[src/rtl/huffman_pkg.sv]
// huffman_pkg
//   Shared types and widths for the Huffman job sequencer.
//   ctrl_state_e : sequencer FSM states
//   TOTAL_BIT_W  : width of the core's encoded bit count
//   CHAR_W       : width of a decoded character from the core
package huffman_pkg;

  localparam int TOTAL_BIT_W = 11;
  localparam int CHAR_W      = 8;

  typedef enum logic [2:0] {
    ST_IDLE,
    ST_LOAD,
    ST_FEED,
    ST_ENCODE,
    ST_DECODE,
    ST_REPORT
  } ctrl_state_e;

endpackage

[src/rtl/huffman_ctrl_buf.sv]
// huffman_ctrl_buf
//   Message buffer: MAX_LEN x BIT_WIDTH register file with one synchronous
//   write port and one asynchronous read port. Contents are never reset.
//   Out-of-range writes are dropped and out-of-range reads return zero.
//   Ports:
//     clk_i      : clock
//     i_wr_en    : write strobe
//     i_wr_addr  : write index
//     i_wr_data  : write data
//     i_rd_addr  : read index
//     o_rd_data  : read data (combinational)
module huffman_ctrl_buf
  import huffman_pkg::*;
#(
  parameter int BIT_WIDTH = 8,
  parameter int MAX_LEN   = 16,
  parameter int ADDR_W    = $clog2(MAX_LEN + 1)
) (
  input  logic                 clk_i,
  input  logic                 i_wr_en,
  input  logic [ADDR_W-1:0]    i_wr_addr,
  input  logic [BIT_WIDTH-1:0] i_wr_data,
  input  logic [ADDR_W-1:0]    i_rd_addr,
  output logic [BIT_WIDTH-1:0] o_rd_data
);

  localparam int IDX_W = (MAX_LEN > 1) ? $clog2(MAX_LEN) : 1;
  localparam logic [ADDR_W-1:0] DEPTH_L = ADDR_W'(MAX_LEN);

  logic [BIT_WIDTH-1:0] r_mem [MAX_LEN];

  always_ff @(posedge clk_i) begin
    if (i_wr_en && (i_wr_addr < DEPTH_L)) begin
      r_mem[i_wr_addr[IDX_W-1:0]] <= i_wr_data;
    end
  end

  // Read index may legally sit at MAX_LEN once a counter has run off the end.
  assign o_rd_data = (i_rd_addr < DEPTH_L) ? r_mem[i_rd_addr[IDX_W-1:0]] : '0;

endmodule

[src/rtl/huffman_ctrl.sv]
// huffman_ctrl
//   Job sequencer for the Huffman encode/decode core. Buffers one message
//   from the upstream byte stream, replays it into the core text input,
//   waits for encode completion, checks every decoded character against the
//   buffered original and reports one loopback verdict per job.
//   Ports:
//     clk_i, rst_i                   : clock, synchronous active-high reset
//     s_valid_i/s_data_i/s_last_i    : upstream character stream
//     s_ready_o                      : upstream accept
//     core_en_o/core_text_o          : core data_en / input_text drive
//     core_done_en_i/core_total_bit_i: encode done and encoded bit count
//     core_char_vld_i/core_char_i    : decoded character strobe and value
//     core_done_de_i                 : decode done
//     busy_o                         : not idle
//     done_o                         : one-cycle job-end pulse
//     pass_o/timeout_o               : job verdict, held until next job
//     len_o/total_bit_o              : accepted length, encoded bit count
module huffman_ctrl
  import huffman_pkg::*;
#(
  parameter int BIT_WIDTH = 8,
  parameter int MAX_LEN   = 16,
  parameter int TIMEOUT   = 4095,
  localparam int LEN_W    = $clog2(MAX_LEN + 1),
  localparam int WD_W     = $clog2(TIMEOUT + 1)
) (
  input  logic                   clk_i,
  input  logic                   rst_i,
  input  logic                   s_valid_i,
  input  logic [BIT_WIDTH-1:0]   s_data_i,
  input  logic                   s_last_i,
  output logic                   s_ready_o,
  output logic                   core_en_o,
  output logic [BIT_WIDTH-1:0]   core_text_o,
  input  logic                   core_done_en_i,
  input  logic [TOTAL_BIT_W-1:0] core_total_bit_i,
  input  logic                   core_char_vld_i,
  input  logic [CHAR_W-1:0]      core_char_i,
  input  logic                   core_done_de_i,
  output logic                   busy_o,
  output logic                   done_o,
  output logic                   pass_o,
  output logic                   timeout_o,
  output logic [LEN_W-1:0]       len_o,
  output logic [TOTAL_BIT_W-1:0] total_bit_o
);

  localparam logic [LEN_W-1:0] LEN_MAX  = LEN_W'(MAX_LEN);
  localparam logic [WD_W-1:0]  WD_LIMIT = WD_W'(TIMEOUT);

  ctrl_state_e            r_state;
  logic [LEN_W-1:0]       r_len, r_rd, r_cmp;
  logic [WD_W-1:0]        r_wd;
  logic                   r_err;
  logic                   r_ready, r_core_en, r_busy, r_done, r_pass, r_timeout;
  logic [BIT_WIDTH-1:0]   r_core_text;
  logic [TOTAL_BIT_W-1:0] r_total_bit;

  logic                   w_accept;
  logic [LEN_W-1:0]       w_wr_addr, w_rd_addr, w_len_inc, w_cmp_nxt;
  logic [BIT_WIDTH-1:0]   w_rd_data;
  logic                   w_err_nxt, w_wd_expired;

  assign w_accept     = s_valid_i && r_ready && !rst_i;
  assign w_wr_addr    = (r_state == ST_IDLE) ? '0 : r_len;
  // FEED walks the buffer with rd, DECODE with cmp.
  assign w_rd_addr    = (r_state == ST_DECODE) ? r_cmp : r_rd;
  assign w_len_inc    = r_len + 1'b1;
  assign w_wd_expired = (r_wd == WD_LIMIT);

  huffman_ctrl_buf #(
    .BIT_WIDTH (BIT_WIDTH),
    .MAX_LEN   (MAX_LEN),
    .ADDR_W    (LEN_W)
  ) u_buf (
    .clk_i     (clk_i),
    .i_wr_en   (w_accept),
    .i_wr_addr (w_wr_addr),
    .i_wr_data (s_data_i),
    .i_rd_addr (w_rd_addr),
    .o_rd_data (w_rd_data)
  );

  // Compare result including a strobe landing in the same cycle as done_de.
  // cmp stops at len; a surplus strobe only raises err.
  always_comb begin
    w_err_nxt = r_err;
    w_cmp_nxt = r_cmp;
    if (core_char_vld_i) begin
      if (r_cmp >= r_len) begin
        w_err_nxt = 1'b1;
      end else begin
        if (core_char_i != CHAR_W'(w_rd_data)) w_err_nxt = 1'b1;
        w_cmp_nxt = r_cmp + 1'b1;
      end
    end
  end

  always_ff @(posedge clk_i) begin
    if (rst_i) begin
      r_state     <= ST_IDLE;
      r_len       <= '0;
      r_rd        <= '0;
      r_cmp       <= '0;
      r_wd        <= '0;
      r_err       <= 1'b0;
      r_ready     <= 1'b0;
      r_core_en   <= 1'b0;
      r_core_text <= '0;
      r_busy      <= 1'b0;
      r_done      <= 1'b0;
      r_pass      <= 1'b0;
      r_timeout   <= 1'b0;
      r_total_bit <= '0;
    end else begin
      r_done <= 1'b0;
      case (r_state)
        ST_IDLE: begin
          r_ready <= 1'b1;
          if (w_accept) begin
            r_len       <= LEN_W'(1);
            r_pass      <= 1'b0;
            r_timeout   <= 1'b0;
            r_total_bit <= '0;
            r_busy      <= 1'b1;
            if (s_last_i || (LEN_MAX == LEN_W'(1))) begin
              // Buffer write lands on this edge, so forward the beat directly.
              r_state     <= ST_FEED;
              r_ready     <= 1'b0;
              r_core_en   <= 1'b1;
              r_core_text <= s_data_i;
              r_rd        <= LEN_W'(1);
            end else begin
              r_state <= ST_LOAD;
              r_rd    <= '0;
            end
          end
        end
        ST_LOAD: begin
          if (w_accept) begin
            r_len <= w_len_inc;
            if (s_last_i || (w_len_inc == LEN_MAX)) begin
              r_state     <= ST_FEED;
              r_ready     <= 1'b0;
              r_core_en   <= 1'b1;
              r_core_text <= w_rd_data;
              r_rd        <= LEN_W'(1);
            end
          end
        end
        ST_FEED: begin
          if (r_rd == r_len) begin
            r_state     <= ST_ENCODE;
            r_core_en   <= 1'b0;
            r_core_text <= '0;
            r_wd        <= '0;
          end else begin
            r_core_text <= w_rd_data;
            r_rd        <= r_rd + 1'b1;
          end
        end
        ST_ENCODE: begin
          r_wd <= r_wd + 1'b1;
          if (w_wd_expired) begin
            r_state   <= ST_REPORT;
            r_timeout <= 1'b1;
            r_pass    <= 1'b0;
            r_done    <= 1'b1;
          end else if (core_done_en_i) begin
            r_state     <= ST_DECODE;
            r_total_bit <= core_total_bit_i;
            r_cmp       <= '0;
            r_err       <= 1'b0;
          end
        end
        ST_DECODE: begin
          r_wd <= r_wd + 1'b1;
          if (w_wd_expired) begin
            r_state   <= ST_REPORT;
            r_timeout <= 1'b1;
            r_pass    <= 1'b0;
            r_done    <= 1'b1;
          end else begin
            r_cmp <= w_cmp_nxt;
            r_err <= w_err_nxt;
            if (core_done_de_i) begin
              r_state <= ST_REPORT;
              r_pass  <= !w_err_nxt && (w_cmp_nxt == r_len);
              r_done  <= 1'b1;
            end
          end
        end
        ST_REPORT: begin
          r_state <= ST_IDLE;
          r_busy  <= 1'b0;
          r_ready <= 1'b1;
        end
        default: begin
          r_state <= ST_IDLE;
          r_busy  <= 1'b0;
          r_ready <= 1'b1;
        end
      endcase
    end
  end

  assign s_ready_o   = r_ready;
  assign core_en_o   = r_core_en;
  assign core_text_o = r_core_text;
  assign busy_o      = r_busy;
  assign done_o      = r_done;
  assign pass_o      = r_pass;
  assign timeout_o   = r_timeout;
  assign len_o       = r_len;
  assign total_bit_o = r_total_bit;

endmodule
[config.mk]
export PLATFORM = sky130hd
export DESIGN_NAME = huffman_ctrl
export DESIGN_NICKNAME = d
export VERILOG_FILES = /design/src/rtl/huffman_pkg.sv /design/src/rtl/huffman_ctrl_buf.sv /design/src/rtl/huffman_ctrl.sv
export SDC_FILE = /design/constraint.sdc
export NUM_CORES = 1
export LEC_CHECK = 0
export CAP_MARGIN = 0
export CORE_MARGIN = 10
export CORE_UTILIZATION = 50
export CTS_CLUSTER_DIAMETER = 40
export DETAILED_ROUTE_END_ITERATION = 6
export PLACE_DENSITY = 0.69
export REMOVE_ABC_BUFFERS = 1
export SLEW_MARGIN = 5
export SYNTH_ARGS = -nofsm -noshare
export SYNTH_HDL_FRONTEND = slang
export SYNTH_SLANG_ARGS = --single-unit
export TNS_END_PERCENT = 5
[constraint.sdc]
create_clock -name clk_i -period 9.1 [get_ports clk_i]
set_clock_uncertainty 0.2 [all_clocks]
set_input_delay 0.91 -clock clk_i [delete_from_list [all_inputs] [get_ports clk_i]]
set_output_delay 0.91 -clock clk_i [all_outputs]
set_load 0.1 [all_outputs]
======== After elaboration in Yosys (flattened, before gate mapping) ========
Memory sizes are Yosys's and may differ from the RTL's.
Cells that the tools add are included.
W data, S select, Z words.
cells by class
  add/sub/neg operators ................... 4
  multipliers ............................. 0
  divide/modulo/power cells ............... 0
  magnitude comparators ................... 3
  equal/unequal tests ..................... 22
  shift operators ......................... 0
  multiplexer cells ....................... 73
  bitwise logic cells ..................... 2
  reduce and logical (&&, ||, !) cells .... 30
operators with widths
  operator                 count
  $mux W5                  13
  $mux W8                  6
  $mux W11                 3
  $mux W1                  27
  $mux W3                  8
  $pmux W12 S2             1
  $pmux W8 S3              1
  $pmux W11 S2             1
  $pmux W5 S2              2
  $ne A2 B2 Y1 const B     8
  $add A5 B1 Y5 const B    3
  $pmux W3 S5              1
  $pmux W5 S3              1
  $add A12 B1 Y12 const B  1
  $eq A12 B12 Y1 const B   1
  $mux W12                 1
  $reduce_and A4 Y1        3
  $reduce_and A6 Y1        2
  $eq A5 B5 Y1             2
  $lt A5 B5 Y1 const B     2
  $reduce_and A5 Y1        2
  $reduce_bool A2 Y1       5
  $pmux W1 S3              3
  $reduce_and A3 Y1        3
  20 further kinds         34
storage, ports and cells
  register bits after elaboration ......... 56
  latch bits .............................. 0
  RAM bits ................................ 128
  ROM bits ................................ 0
  output and inout port bits .............. 30
  word-level logic and storage cells ...... 149
  memories ................................ 1
memories
  name         depth  bits a word  rd ports  clocked after Yosys merged registers in  write ports  line                    RTL
  u_buf.r_mem  16     8            1         0                                        1            huffman_ctrl_buf.sv:30  logic [BIT_WIDTH-1:0] r_mem [MAX_LEN];

======== Depth between registers and ports, before layout ========
Gate-level depths: netlist (run 1).
  depth after elaboration ................. 13
  mapped depth ............................ 15
  gate-level depth less buffers ........... 11

======== Modules after synthesis ========
A second synthesis (run 1) with hierarchy kept.
second synthesis, totals
  cell total of the unflattened synthesis .. 677
  area, all modules ....................... 8,504.4 µm²
modules (own cells, without submodules)
  module            times used  cells an instance  area each (µm²)  seq. area each (µm²)
  huffman_ctrl_buf  1           226                5,077.4          3,843.7
  huffman_ctrl      1           451                3,427.0          1,121.1

======== Least setup slack after synthesis (run 1) ========
OpenSTA, ideal clock, no wires.
  path type ............................... register to register
  start point ............................. reg r_len[1] (netlist: len_o[1])
  end point ............................... reg r_pass (netlist: pass_o)
  library setup time ...................... 0.069 ns
  arrival time ............................ 3.291 ns
  data required time ...................... 8.831 ns
  path slack .............................. 5.540 ns
  stages on the path, launching flop included .. 12
  path buffers ............................ 1
  cell sequence ........................... dfxtp_1 clkbuf_1 inv_1 ha_1 a211oi_1 o31ai_1 nor2_1 and2_1 and3_1 a32oi_1 or4_1 o21ai_1
on the way
  cells in the longest elaborated chain, start to end .. 8
  elaborated cells between the ends (all ways) .. 11
  classes of those cells .................. order compare: 1; eq/ne: 1; mux: 7; reduce/logical: 2
ends and longest elaborated chain
  element                                           line                 RTL
  from (decl)                                       huffman_ctrl.sv:52   logic [LEN_W-1:0] r_len, r_rd, r_cmp;
  from (signal assigned)                            huffman_ctrl.sv:141  r_len <= w_len_inc;
  $ge A5 B5 Y1                                      huffman_ctrl.sv:90   if (r_cmp >= r_len) begin
  $mux W5 or $mux W1 (tied branches)                huffman_ctrl.sv:90
  $mux W5 or $mux W1 (tied branches)                huffman_ctrl.sv:89   if (core_char_vld_i) begin
  $eq A5 B5 Y1 or $logic_not A1 Y1 (tied branches)  huffman_ctrl.sv:188  r_pass <= !w_err_nxt && (w_cmp_nxt == r_len);
  $logic_and A1 B1 Y1 *                             huffman_ctrl.sv:188
  $mux W1 *                                         huffman_ctrl.sv:186  if (core_done_de_i) begin
  $mux W1 *                                         huffman_ctrl.sv:178  if (w_wd_expired) begin
  $pmux W1 S3 *                                     huffman_ctrl.sv:117  case (r_state)
  to (signal assigned)                              huffman_ctrl.sv:188
  to (decl)                                         huffman_ctrl.sv:55   logic r_ready, r_core_en, r_busy, r_done, r_pass, r_timeout;
Every way passes the cells marked *; elsewhere a longest branch is shown, timed or not. The select of a mux whose other input is x is not followed.
A chain may end at the register's enable or synchronous reset.

======== Worst setup path in the final report (run 1) ========
  start point ............................. reg r_state[2]
  end point ............................... reg r_pass (netlist: pass_o)
on the way
  cells in the longest elaborated chain, start to end .. 13
  elaborated cells between the ends (all ways) .. 21
  classes of those cells .................. order compare: 1; eq/ne: 6; mux: 8; reduce/logical: 5; memory: 1
ends and longest elaborated chain
  element                                         line                                     RTL
  from (decl)                                     huffman_ctrl.sv:51                       ctrl_state_e r_state;
  from (signal assigned)                          huffman_ctrl.sv:101                      r_state <= ST_IDLE;
  from (signal assigned)                          huffman_ctrl.sv:128                      r_state <= ST_FEED;
  from (signal assigned)                          huffman_ctrl.sv:134                      r_state <= ST_LOAD;
  $eq A3 B3 Y1                                    huffman_ctrl.sv:67, huffman_ctrl.sv:117
  $mux W5                                         huffman_ctrl.sv:67                       assign w_rd_addr = (r_state == ST_DECODE) ? r_cmp : r_rd;
  $mem_v2 Z16 W8 or $lt A5 B5 Y1 (tied branches)  -
  $mux W8                                         huffman_ctrl_buf.sv:39                   assign o_rd_data = (i_rd_addr < DEPTH_L) ? r_mem[i_rd_addr[IDX_W-1:0]] : '0;
  $ne A8 B8 Y1                                    huffman_ctrl.sv:93                       if (core_char_i != CHAR_W'(w_rd_data)) w_err_nxt = 1'b1;
  $mux W1                                         huffman_ctrl.sv:93
  $mux W1                                         huffman_ctrl.sv:90
  $mux W1                                         huffman_ctrl.sv:89
  $logic_not A1 Y1                                huffman_ctrl.sv:188
  $logic_and A1 B1 Y1                             huffman_ctrl.sv:188
  $mux W1                                         huffman_ctrl.sv:186
  $mux W1                                         huffman_ctrl.sv:178
  $pmux W1 S3                                     huffman_ctrl.sv:117
Parallel ways exist; a longest one is shown, timed or not. The select of a mux whose other input is x is not followed.

==> impl.org, run 1 <==
** Clock network
- Clock tree synthesis inserted a total of 17 buffers.
- Post-CTS setup repair buffer count :: 0
- TritonCTS clock tree :: built
- CTS saw 184 sinks.
- The H-tree was split into 4 levels.
- Longest Clk Path Bufs :: 2
- Clock-pin slew was measured on the worst setup and hold paths at 70 ps.
- CTS Hold Bufs :: 0
- CTS-repair resized insts :: 0
- The cell sitting at the root of the clock tree is a sky130_fd_sc_hd__clkbuf_16.
- For the worst-skew pair, the clock arrives at the later sink with an insertion delay of 440 ps.

** Timing
- Slew Limit Headroom :: 18.5%
- Post-route worst hold slack :: 255 ps
- Setup violations remaining at the end of the flow were counted as 0.
- Slack of the critical path :: 4810 ps
- Based on the critical path, the design can be clocked at up to about 230 MHz.
- Hold violation count in the final report :: 0
- Setup total negative slack on the finished layout was measured at 0 ps.
- Setup repair after global routing left no endpoint under its margin.
- At the pin with the least slew margin, the transition time is roughly 1200 ps.
- The smallest clock period supported by the final layout is computed as 4290 ps.
- Of the available clock period, the critical path in the final layout requires 47.1%.
- The final max-slew violation count was 0.

** Critical path
- Data on the critical path is required at its endpoint by 9230 ps.
- The setup path with the least slack is of type reg2reg.
- In this run the worst path has a maximum fanout of 20.
- Sort of element at the start of the critical path :: flop
- Type of element capturing the critical path :: flop
- For the worst setup path, the data arrival time is 4420 ps.

** Global route
- Pin count of the biggest net entering global routing :: 52
- Vias in the first global route :: 6818
- Summed over all layers, the global routing overflow is 0.
- Global-route wire length before repair :: between 30000 and 40000 um
- Global routing used 21.0% of the available tracks.
- The initial antenna violation count came to 0.

** Floorplanning
- After floorplanning, the core was divided into 49 placement rows.
- IO Pins :: 64
- Height of the die :: 155 um
- Full die area :: between 0.02 and 0.025 sq mm
- From left edge to right edge, the die measures between 150 and 200 um.
- The floorplan step defined a core boundary enclosing approximately 0.018 sq mm.
- Once the floorplan was initialized, standard cells occupied 51.0% of the core.

** Synthesis
- Largest cells by area after synthesis :: sky130_fd_sc_hd__edfxtp_1 42%, sky130_fd_sc_hd__dfxtp_1 12%, sky130_fd_sc_hd__mux2i_1 5.7%
- In the synthesized netlist the dominant register cell turns out to be sky130_fd_sc_hd__edfxtp_1.
- Top post-synthesis cells by count :: 128 x sky130_fd_sc_hd__edfxtp_1, 93 x sky130_fd_sc_hd__nor2_1, 77 x sky130_fd_sc_hd__nand2_1
- Combined area of all synthesized cells :: 0.00915 sq mm
- Leading area contributor after synthesis :: sky130_fd_sc_hd__edfxtp_1
- YS warnings :: 0
- Fraction of the yosys area taken by sequential cells :: roughly 54%
- Post-Syn Instances :: 830
- Number of register bits inferred by synthesis :: 184
- Share of Yosys cell area claimed by the top area cell type :: a little over two fifths
- Most common cell in the netlist :: sky130_fd_sc_hd__edfxtp_1
- Proportion of synthesized flip-flops having asynchronous set or reset :: 0%
- Yosys mapped a number of flops with a built-in enable equal to 128.
- Synthesis instantiated 72 different standard cells from the library.
- The average instance in the mapped netlist occupies 11.0 sq um.

** Status
- Run status :: finished clean

** Job
- Across the run, the number of max-cap violations was 0.

** Drt
- After the first detailed-routing iteration, the DRC count stood at between 500 and 600.
- Detailed route wirelength on metal2 :: 12100 um
- Wirelength, routed :: 25600 um
- Vias per inst :: ~6.4
- Antenna violation net count after detailed routing :: 0
- In the final routed layout, each cell accounts on average for about 23 um.
- Top layer reached by signal wires :: met4
- After detailed routing, the wire length on met1 is 10200 um.
- For this run, design rule violations remaining after detail routing come to 0.
- Met3 WL post-DR :: 2460 um
- For this run, the detailed router's first-pass iteration total came to 7.
- Via count of the routed design :: 7045

** Cells and area
- Layout net count :: between 900 and 1000
- Fraction of layout instances using a drive strength above 1 :: 10.1%
- Filler Cells Inserted :: 1459
- Once layout is complete, the utilization of the core stands at roughly three fifths.
- Total inserted antenna cells :: 0
- Post-route cell area :: approximately 0.010 sq mm
- Relative to the synthesized area, the layout overhead comes to 14.6%.
- Leaving out filler cells and counting taps, the final layout contains 1108.

** Place
- At the end of routability-driven placement, the weighted congestion stood at between 0.9 and 1.
- Worst-case setup slack after placement :: 4980 ps
- Post-placement cell area :: 0.00985 sq mm
- Estimated wirelength of the detail-placed design :: ~18000 um
- Port buffering added 63 buffers.
- The number of placed instances, taps included, is 1076.

** Min path
- In this run the worst hold path is classified as reg2reg.

** Pwr
- Overall power consumption after layout is estimated at ~2.5 mW.
- Dividing total power by cell area gives a power density of 238 mW/mm^2.
- Reported leakage power :: 3.41 nW
- VDD sags by at most 0.232 mV.
-- state kept, by name, summed over array words and instances (netlist names) --
register	count
done_o	1
r_state	3
core_text_o	8
core_en_o	1
pass_o	1
timeout_o	1
busy_o	1
r_cmp	5
r_wd	12
u_buf.r_mem	128
total_bit_o	11
r_rd	5
len_o	5
s_ready_o	1
r_err	1
-- power breakdown --
part           total, mW  internal [mW]  switching [mW]
clock              0.774          0.384           0.390
combinational      0.742          0.233           0.509
sequential         0.982          0.929          0.0536
-- path summary, 6_finish.rpt --
| check | cells after the start | start | slack, ps | end |
|---|---|---|---|---|
| hold reg to reg | 2 | total_bit_o[5]$_SDFFE_PP0P_ | 260 | total_bit_o[5]$_SDFFE_PP0P_ |
| setup reg to reg | 10 | r_state[2]$_SDFFE_PP0P_ | 4810 | pass_o$_SDFFE_PP0P_ |
| hold / removal | 2 | total_bit_o[5]$_SDFFE_PP0P_ | 260 | total_bit_o[5]$_SDFFE_PP0P_ |
| setup / recovery | 10 | r_state[2]$_SDFFE_PP0P_ | 4810 | pass_o$_SDFFE_PP0P_ |
-- per-layer routing --
layer	vias up	GRT usage (%)
met5	-	0
met4	0	9.22
met3	63	5.73
met2	385	32.8
met1	3398	26.7
li1	3199	-
-- layout by cell type, fill, tap and decap left out, types with 4 or more instances in the layout --
cell	instances
sky130_fd_sc_hd__mux2i_1	52
sky130_fd_sc_hd__dfxtp_1	54
sky130_fd_sc_hd__o21ai_1	4
sky130_fd_sc_hd__ha_1	9
sky130_fd_sc_hd__a211oi_1	14
sky130_fd_sc_hd__a2111oi_0	5
sky130_fd_sc_hd__xor2_1	13
sky130_fd_sc_hd__and2_1	4
sky130_fd_sc_hd__inv_12	5
sky130_fd_sc_hd__o221ai_1	5
sky130_fd_sc_hd__nor3b_1	4
sky130_fd_sc_hd__mux2_2	7
sky130_fd_sc_hd__a22oi_1	9
sky130_fd_sc_hd__or3_1	4
sky130_fd_sc_hd__a32oi_1	4
sky130_fd_sc_hd__o22ai_1	13
sky130_fd_sc_hd__nand3_1	28
sky130_fd_sc_hd__nor3_2	4
sky130_fd_sc_hd__o21ai_0	18
sky130_fd_sc_hd__a31oi_1	12
sky130_fd_sc_hd__nand2_1	77
sky130_fd_sc_hd__clkbuf_16	17
sky130_fd_sc_hd__buf_4	8
sky130_fd_sc_hd__inv_1	14
sky130_fd_sc_hd__a21oi_1	57
sky130_fd_sc_hd__nand4_1	6
sky130_fd_sc_hd__nor3_1	32
sky130_fd_sc_hd__nand2b_1	8
sky130_fd_sc_hd__xnor2_1	8
sky130_fd_sc_hd__inv_6	4
sky130_fd_sc_hd__clkdlybuf4s50_1	62
sky130_fd_sc_hd__edfxtp_1	128
sky130_fd_sc_hd__and3_1	12
sky130_fd_sc_hd__mux4_2	16
sky130_fd_sc_hd__nor2_1	93
-- worst max-delay path: stages, from the launching register on --
cell and delay (ps):
sky130_fd_sc_hd__dfxtp_1 670, sky130_fd_sc_hd__or3b_1 420, sky130_fd_sc_hd__buf_4 240, sky130_fd_sc_hd__a21boi_2 660, sky130_fd_sc_hd__nand2_1 450, sky130_fd_sc_hd__o221ai_1 470
sky130_fd_sc_hd__o211ai_1 330, sky130_fd_sc_hd__a21oi_1 270, sky130_fd_sc_hd__o31ai_1 100, sky130_fd_sc_hd__a41oi_1 270, sky130_fd_sc_hd__o21ai_1 90
-- logic make-up (layout without fill, tap and decap cells) --
logic type / Yosys count / count (layout) / synth area share (%)
fa+ha+maj: 9 / 9 / 1.23
flops: 184 / 184 / 54.2
buf+inv: 69 / 118 / 3.68
simple gates: 294 / 294 / 15.0
mux: 81 / 81 / 11.5
compound gates: 172 / 172 / 12.3
xor+xnor: 21 / 21 / 2.01
-- cell type report --
type	count	area, sq um	area share [%]
clock buffer	17	425	4.05
clock inverter	15	199	1.90
inverter	15	56.3	0.537
sequential	184	4970	47.3
tap	229	287	2.73
timing repair buffer	71	686	6.54
multi-input combinational	577	3870	36.9
Note: power is estimated with default switching activity, not from simulation.
==> run 2, diff against run 1 <==
Clock period 9.1 ns to 4.29 ns, I/O delays scaled along.
==> impl.org, run 2 (synthesis results as in run 1) <==
** Status
- Run status :: finished clean

** Clock network
- The hold buffer count at CTS is 0 (unchanged).
- CTS-repair resized insts :: 0 (unchanged)
- Longest Clk Path Bufs :: 2 (unchanged)
- TritonCTS clock tree :: built
- The number of buffers added for setup after CTS is 0 (unchanged).
- Post-CTS clock slew at the launch and capture registers of the worst setup and hold paths :: 70 ps (about the same)
- Clock tree root buffer cell :: sky130_fd_sc_hd__clkbuf_16
- H-tree Lvls :: 4 (unchanged)
- Num CTS Buffers :: 17 (unchanged)
- Clk sink count :: 184 (unchanged)
- Clock latency at the later pin of the worst-skew pair :: 440 ps (about the same)

** Place
- The detailed placer's ending HPWL came to 19300 um (+8.8%).
- The number of input and output port buffers inserted came to 63 (unchanged).
- Weighted congestion reported at the end of routability-driven placement :: 0.987 (+9.3%)
- The placed instance area is 0.0100 sq mm (+1.6%).

** Drt
- Violation count after the first detailed-routing iteration :: 812 (+36%)
- Wirelength, routed :: 27400 um (+6.8%)
- The number of search-and-repair iterations in the first detailed-routing pass was 6 (-1).
- The via-per-instance ratio came to 6.37 (+0.20%).
- Wire length per cell after detailed routing :: 24.3 um (+4.8%)
- The number of remaining DRC errors is 0 (unchanged).
- The post-detailed-route count of antenna-violating nets is 0 (unchanged).
- The routed via count was 7193 (+2.1%).

** Timing
- Post-route worst hold slack :: 147 ps (-109 ps)
- Count of pins over their slew limit :: 0 (unchanged)
- Highest Clock Rate :: 270 MHz (+16%)
- Unrepaired setup endpoints after global routing :: false
- The count of final hold-check violations is 0 (unchanged).
- Worst-Margin Slew :: 1100 ps (-114 ps)
- The final cycle utilization of the critical path came to 86.4% (+39 points).
- The shortest period the worst path allows came to 3710 ps (-584 ps).
- The number of setup violations in the final report was 0 (unchanged).
- Setup TNS :: 0 ps (unchanged)
- Slew Limit Headroom :: 26.5% (+8.1 points)

** Critical path
- STA classifies the critical path endpoint as a flop.
- The setup path with the least slack is of type reg2reg.
- Arrival time at the worst endpoint :: 3830 ps (-590 ps)
- The peak fanout along the critical path came to 16 (-20%).
- STA classifies the critical path startpoint as a flop.
- Family with the most delay on the worst path :: compound AO/OA/AOI/OAI gates
- Slowest Stage Delay on Critical Path :: 710 ps (+40 ps)
- The critical path goes through or3b_1 > a21boi_2 > mux4_2 > nor2_1 > a2111oi_0 > o2111ai_1 > a211oi_1 > and4_1 > nor3_2.
- On the critical path, the stage with the largest delay is an instance of sky130_fd_sc_hd__or3b_1.
- Required time of the critical path :: 4410 ps (-4820 ps)
- Critical path buffer and inverter count :: 0 (-1)

** Floorplanning
- Height of the die :: 155 um (unchanged)
- Starting density of the core :: 51.0% (unchanged)
- The die width is 155 um (unchanged).
- Core footprint :: 0.0180 sq mm (unchanged)
- The top-level port count is 64 (unchanged).
- Full die area :: 0.0241 sq mm (unchanged)
- The row count was 49 (unchanged).

** Job
- Max-capacitance violation count :: 0 (unchanged)

** Cells and area
- Leaving out fill and tap cells, the most frequent cell in the layout is sky130_fd_sc_hd__edfxtp_1.
- The area growth from synthesis to layout is 15.5%.
- Largest register FFs :: 128 (unchanged)
- The diode insertion count for antenna repair is 0 (unchanged).
- Filler Cells Inserted :: 1455 (-0.27%)
- Layout net count :: 930 (+2.3%)
- Area of the multi-input gates :: 0.00386 sq mm (-0.39%)
- The area occupied by registers came to 0.00497 sq mm (unchanged).
- The design area is 0.0106 sq mm (+0.75%).
- The share of layout cells above drive strength 1 was 11.7% (+1.5 points).
- Commonest cells after routing, fill and taps aside :: 128 x sky130_fd_sc_hd__edfxtp_1, 93 x sky130_fd_sc_hd__nor2_1, 77 x sky130_fd_sc_hd__nand2_1

** Global route
- Vias in the first global route :: 6950 (+1.9%)
- Total track usage :: 22.2% (+1.2 points)
- GR Overflow Total :: 0 (unchanged)
- Number of antenna violations at the first check in global routing :: 0 (unchanged)
- Pin count of the biggest net entering global routing :: 36 (-31%)
- The global-route wire length before repair was 41200 um (+5.3%).

** Pwr
- The power per cell area is 494 mW/mm^2 (+110%).
- Worst ir drop on vdd :: 0.556 mV (+140%)
- Post-layout power :: 5.22 mW (+110%)
- The static leakage was 3.48 nW (+2.1%).

** Min path
- The min-delay analysis places its worst path in the category in2reg.
==> run 2: cell types whose count changed in the layout (fill, tap and decap cells not counted), moves of 3 or more <==
cell,previous run,this run
sky130_fd_sc_hd__inv_12,5,0
sky130_fd_sc_hd__nor3_2,4,1
sky130_fd_sc_hd__buf_4,8,29
sky130_fd_sc_hd__nor3_1,32,35
==> run 2: final timing paths <==
kind	depth (start not counted)	end	slack, ps	startpoint
max	9	r_err$_SDFFE_PP0P_	580	r_state[0]$_SDFFE_PP0P_
max reg2reg	9	r_err$_SDFFE_PP0P_	580	r_state[0]$_SDFFE_PP0P_
min reg2reg	2	total_bit_o[8]$_SDFFE_PP0P_	250	total_bit_o[8]$_SDFFE_PP0P_
min	2	r_wd[7]$_SDFFE_PP0P_	150	rst_i
==> run 2: area by class of cell <==
class / instances / area share (%)
multi-input combinational: 577 / 36.5
clock buffer: 18 / 4.06
tap: 229 / 2.71
sequential: 184 / 47.0
clock inverter: 14 / 1.24
timing repair buffer: 92 / 7.98
inverter: 15 / 0.533
==> run 2: power by group <==
group	switching (mW)	internal, mW
clock	0.742	0.770
sequential	0.0920	1.97
combinational	1.13	0.517
==> run 2: per-stage QoR <==
step	util [%]	cells	setup WS, ps
final	58.8	1129	585
after global routing	58.8	1129	425
after CTS	58.8	1129	671
after detailed placement	55.7	1097	678
after global placement	55.7	1097	722
after floorplan	-	776	21.4
==> run 2: routing by layer <==
metal  vias to the layer above  routed length [um]  global-route usage, %
li1                       3232                   -                      -
met1                      3513               11200                   28.1
met2                       379               13400                   36.4
met3                        69                2080                   4.69
met4                         0                 740                   8.60
met5                         -                   0                      0
==> run 3, diff against run 2 <==
Settings changed: CORE_MARGIN 10 to not set.
Clock period 4.29 ns to 4.25 ns, I/O delays scaled along.
==> impl.org, run 3 (synthesis results as in run 1) <==
** Clock network
- Clock tree root buffer cell :: sky130_fd_sc_hd__clkbuf_16
- Num CTS Buffers :: 17 (unchanged)
- Post-CTS clock slew at the launch and capture registers of the worst setup and hold paths :: 80 ps (about the same)
- H-tree Lvls :: 4 (unchanged)
- TritonCTS built the clock tree.
- Clk sink count :: 184 (unchanged)
- CTS Hold Bufs :: 0 (unchanged)
- Clock latency at the later pin of the worst-skew pair :: 450 ps (about the same)
- The number of gates resized after CTS is 0 (unchanged).
- Post-CTS setup repair buffer count :: 0 (unchanged)
- Longest Clk Path Bufs :: 2 (unchanged)

** Global route
- Global-route wire length before repair :: 39700 um (-3.7%)
- Pin count of the biggest net entering global routing :: 36 (unchanged)
- Total track usage :: 29.1% (+6.9 points)
- The initial antenna violation count is 0 (unchanged).
- Vias in the first global route :: 7106 (+2.2%)
- GR Overflow Total :: 0 (unchanged)

** Cells and area
- Fraction of layout instances using a drive strength above 1 :: 12.3% (+0.61 points)
- Largest register FFs :: 128 (unchanged)
- Area growth from synthesis to layout :: 16.6%
- Area of the multi-input gates :: 0.00386 sq mm (unchanged)
- Register area :: 0.00497 sq mm (unchanged)
- Layout net count :: 934 (+0.43%)
- Most common cell after layout, fill and taps aside :: sky130_fd_sc_hd__edfxtp_1
- Total inserted antenna cells :: 0 (unchanged)
- Commonest cells after routing, fill and taps aside :: 128 x sky130_fd_sc_hd__edfxtp_1, 93 x sky130_fd_sc_hd__nor2_1, 77 x sky130_fd_sc_hd__nand2_1
- The filler cell count in the final layout was 1420 (-2.4%).

** Floorplanning
- The die width was 137 um (-12%).
- The top-level port count came to 64 (unchanged).
- Starting density of the core :: 51.0% (unchanged)
- The core area is 0.0180 sq mm (unchanged).
- The overall die area is 0.0188 sq mm (-22%).
- The die height is 137 um (-12%).
- The row count came to 49 (unchanged).

** Min path
- The path class of the tightest hold or removal check is in2reg.
- Worst hold path startpoint :: rst_i
- For hold timing, the worst endpoint is r_wd[7]$_SDFFE_PP0P_.
- Hold Path Depth :: 2 (unchanged)

** Timing
- The final cycle utilization of the critical path was 84.4% (-2.0 points).
- Post-route worst hold slack :: 137 ps (-9.84 ps)
- Count of pins over their slew limit :: 0 (unchanged)
- The number of setup violations in the final report was 0 (unchanged).
- The headroom to the max-slew limit was 28.2% (+1.7 points).
- The count of final hold-check violations is 0 (unchanged).
- Unrepaired setup endpoints after global routing :: false
- Clock period minus final worst setup slack :: 3590 ps (-119 ps)
- The maximum operating frequency was 279 MHz (+3.3%).
- Worst-Margin Slew :: 1070 ps (-25.4 ps)
- Slack of the critical path :: 664 ps (+78.9 ps)

** Pwr
- Power per unit of standard cell area :: 502 mW/mm^2 (+1.7%)
- The largest voltage drop on the vdd net is 0.502 mV (-9.7%).
- Reported leakage power :: 3.54 nW (+1.8%)
- Post-layout power :: 5.36 mW (+2.7%)

** Critical path
- Critical setup path kind :: reg2reg
- The peak fanout along the critical path came to 24 (+8).
- Slowest Stage Delay on Critical Path :: 590 ps (-120 ps)
- Capture instance of the worst register-to-register path :: r_err$_SDFFE_PP0P_
- Slowest cell on the critical path :: sky130_fd_sc_hd__or3b_1
- The worst reg-to-reg setup slack is 660 ps (+80 ps).
- The startpoint identified for the worst register-to-register timing path is r_state[2]$_SDFFE_PP0P_.
- Type of element capturing the critical path :: flop
- Required time of the critical path :: 4360 ps (-50 ps)
- The critical path goes through or3b_1 > buf_12 > mux2_4 > mux2i_1 > o221ai_1 > and3_1 > a221o_1 > a211oi_1 > and4_1 > nor3_2.
- In this design, the largest share of critical-path delay is due to simple AND/OR/NAND/NOR gates.
- Critical path buffer and inverter count :: 1 (+1)
- Arrival time at the worst endpoint :: 3700 ps (-130 ps)
- Tracing the worst setup path back leads to its startpoint at r_state[2]$_SDFFE_PP0P_.
- STA classifies the critical path startpoint as a flop.
- Path depth of the worst reg2reg path :: 10 (+1)

** Place
- Total of buffers placed on input and output ports :: 63 (unchanged)
- Estimated wirelength of the detail-placed design :: 17900 um (-7.1%)
- Worst-case setup slack after placement :: 734 ps (+55.6 ps)
- The global placer's final weighted congestion is 0.914 (-7.4%).

** Job
- The max capacitance violation total was 0 (unchanged).

** Drt
- Via count of the routed design :: 7358 (+2.3%)
- Router iterations before antenna repair :: 5 (-1)
- Remaining routing DRC violations :: 0 (unchanged)
- The post-detailed-route count of antenna-violating nets was 0 (unchanged).
- The average routed wire per standard cell came to 23.1 um (-4.9%).
- The via-per-instance ratio is 6.49 (+1.9%).
- The violation count after the first detailed-routing iteration is 853 (+5.0%).
- Wirelength, routed :: 26100 um (-4.6%)

** Status
- Run status :: finished clean
run 3: power by group:
part	internal, mW	switching (mW)	leakage (nW)
Sequential	1.99	0.0751	1.61
Clock	0.854	0.786	0.303
Combinational	0.528	1.13	1.64
run 3: layer usage:
layer	track usage, %	up-vias	wire length (um)
met1	37.3	3557	10600
met4	17.3	0	1310
met3	5.52	91	2200
met2	46.0	457	12000
li1	-	3253	-
met5	0	-	0
run 3: area by class of cell:
cell class	instances	share of cell area, %
Timing Repair Buffer	96	8.30
Inverter	15	0.528
Clock inverter	15	1.83
Sequential cell	184	46.5
Clock buffer	17	3.99
Tap cell	229	2.68
Multi-Input combinational cell	577	36.1
run 3: worst max path at each step:
| stage | endpoint | slack (ps) | depth (start not counted) |
|---|---|---|---|
| finish | r_err$_SDFFE_PP0P_ | 660 | 10 |
| detailed placement | r_err$_SDFFE_PP0P_ | 730 | 10 |
| floorplan | r_err$_SDFFE_PP0P_ | -20 | 9 |
| global placement | r_err$_SDFFE_PP0P_ | 890 | 10 |
| CTS | r_err$_SDFFE_PP0P_ | 740 | 10 |
| global route | pass_o$_SDFFE_PP0P_ | 530 | 11 |
run 3: through the flow:
step                setup TNS (ps)  instance area, sq um  instances  utilization (%)
finish                           0                 10700       1133             59.4
global route                     0                 10700       1133             59.4
CTS                              0                 10700       1133             59.4
detailed placement               0                 10100       1101             56.0
global placement                 0                 10100       1101             56.0
floorplan                    -18.6                  8870        776                -
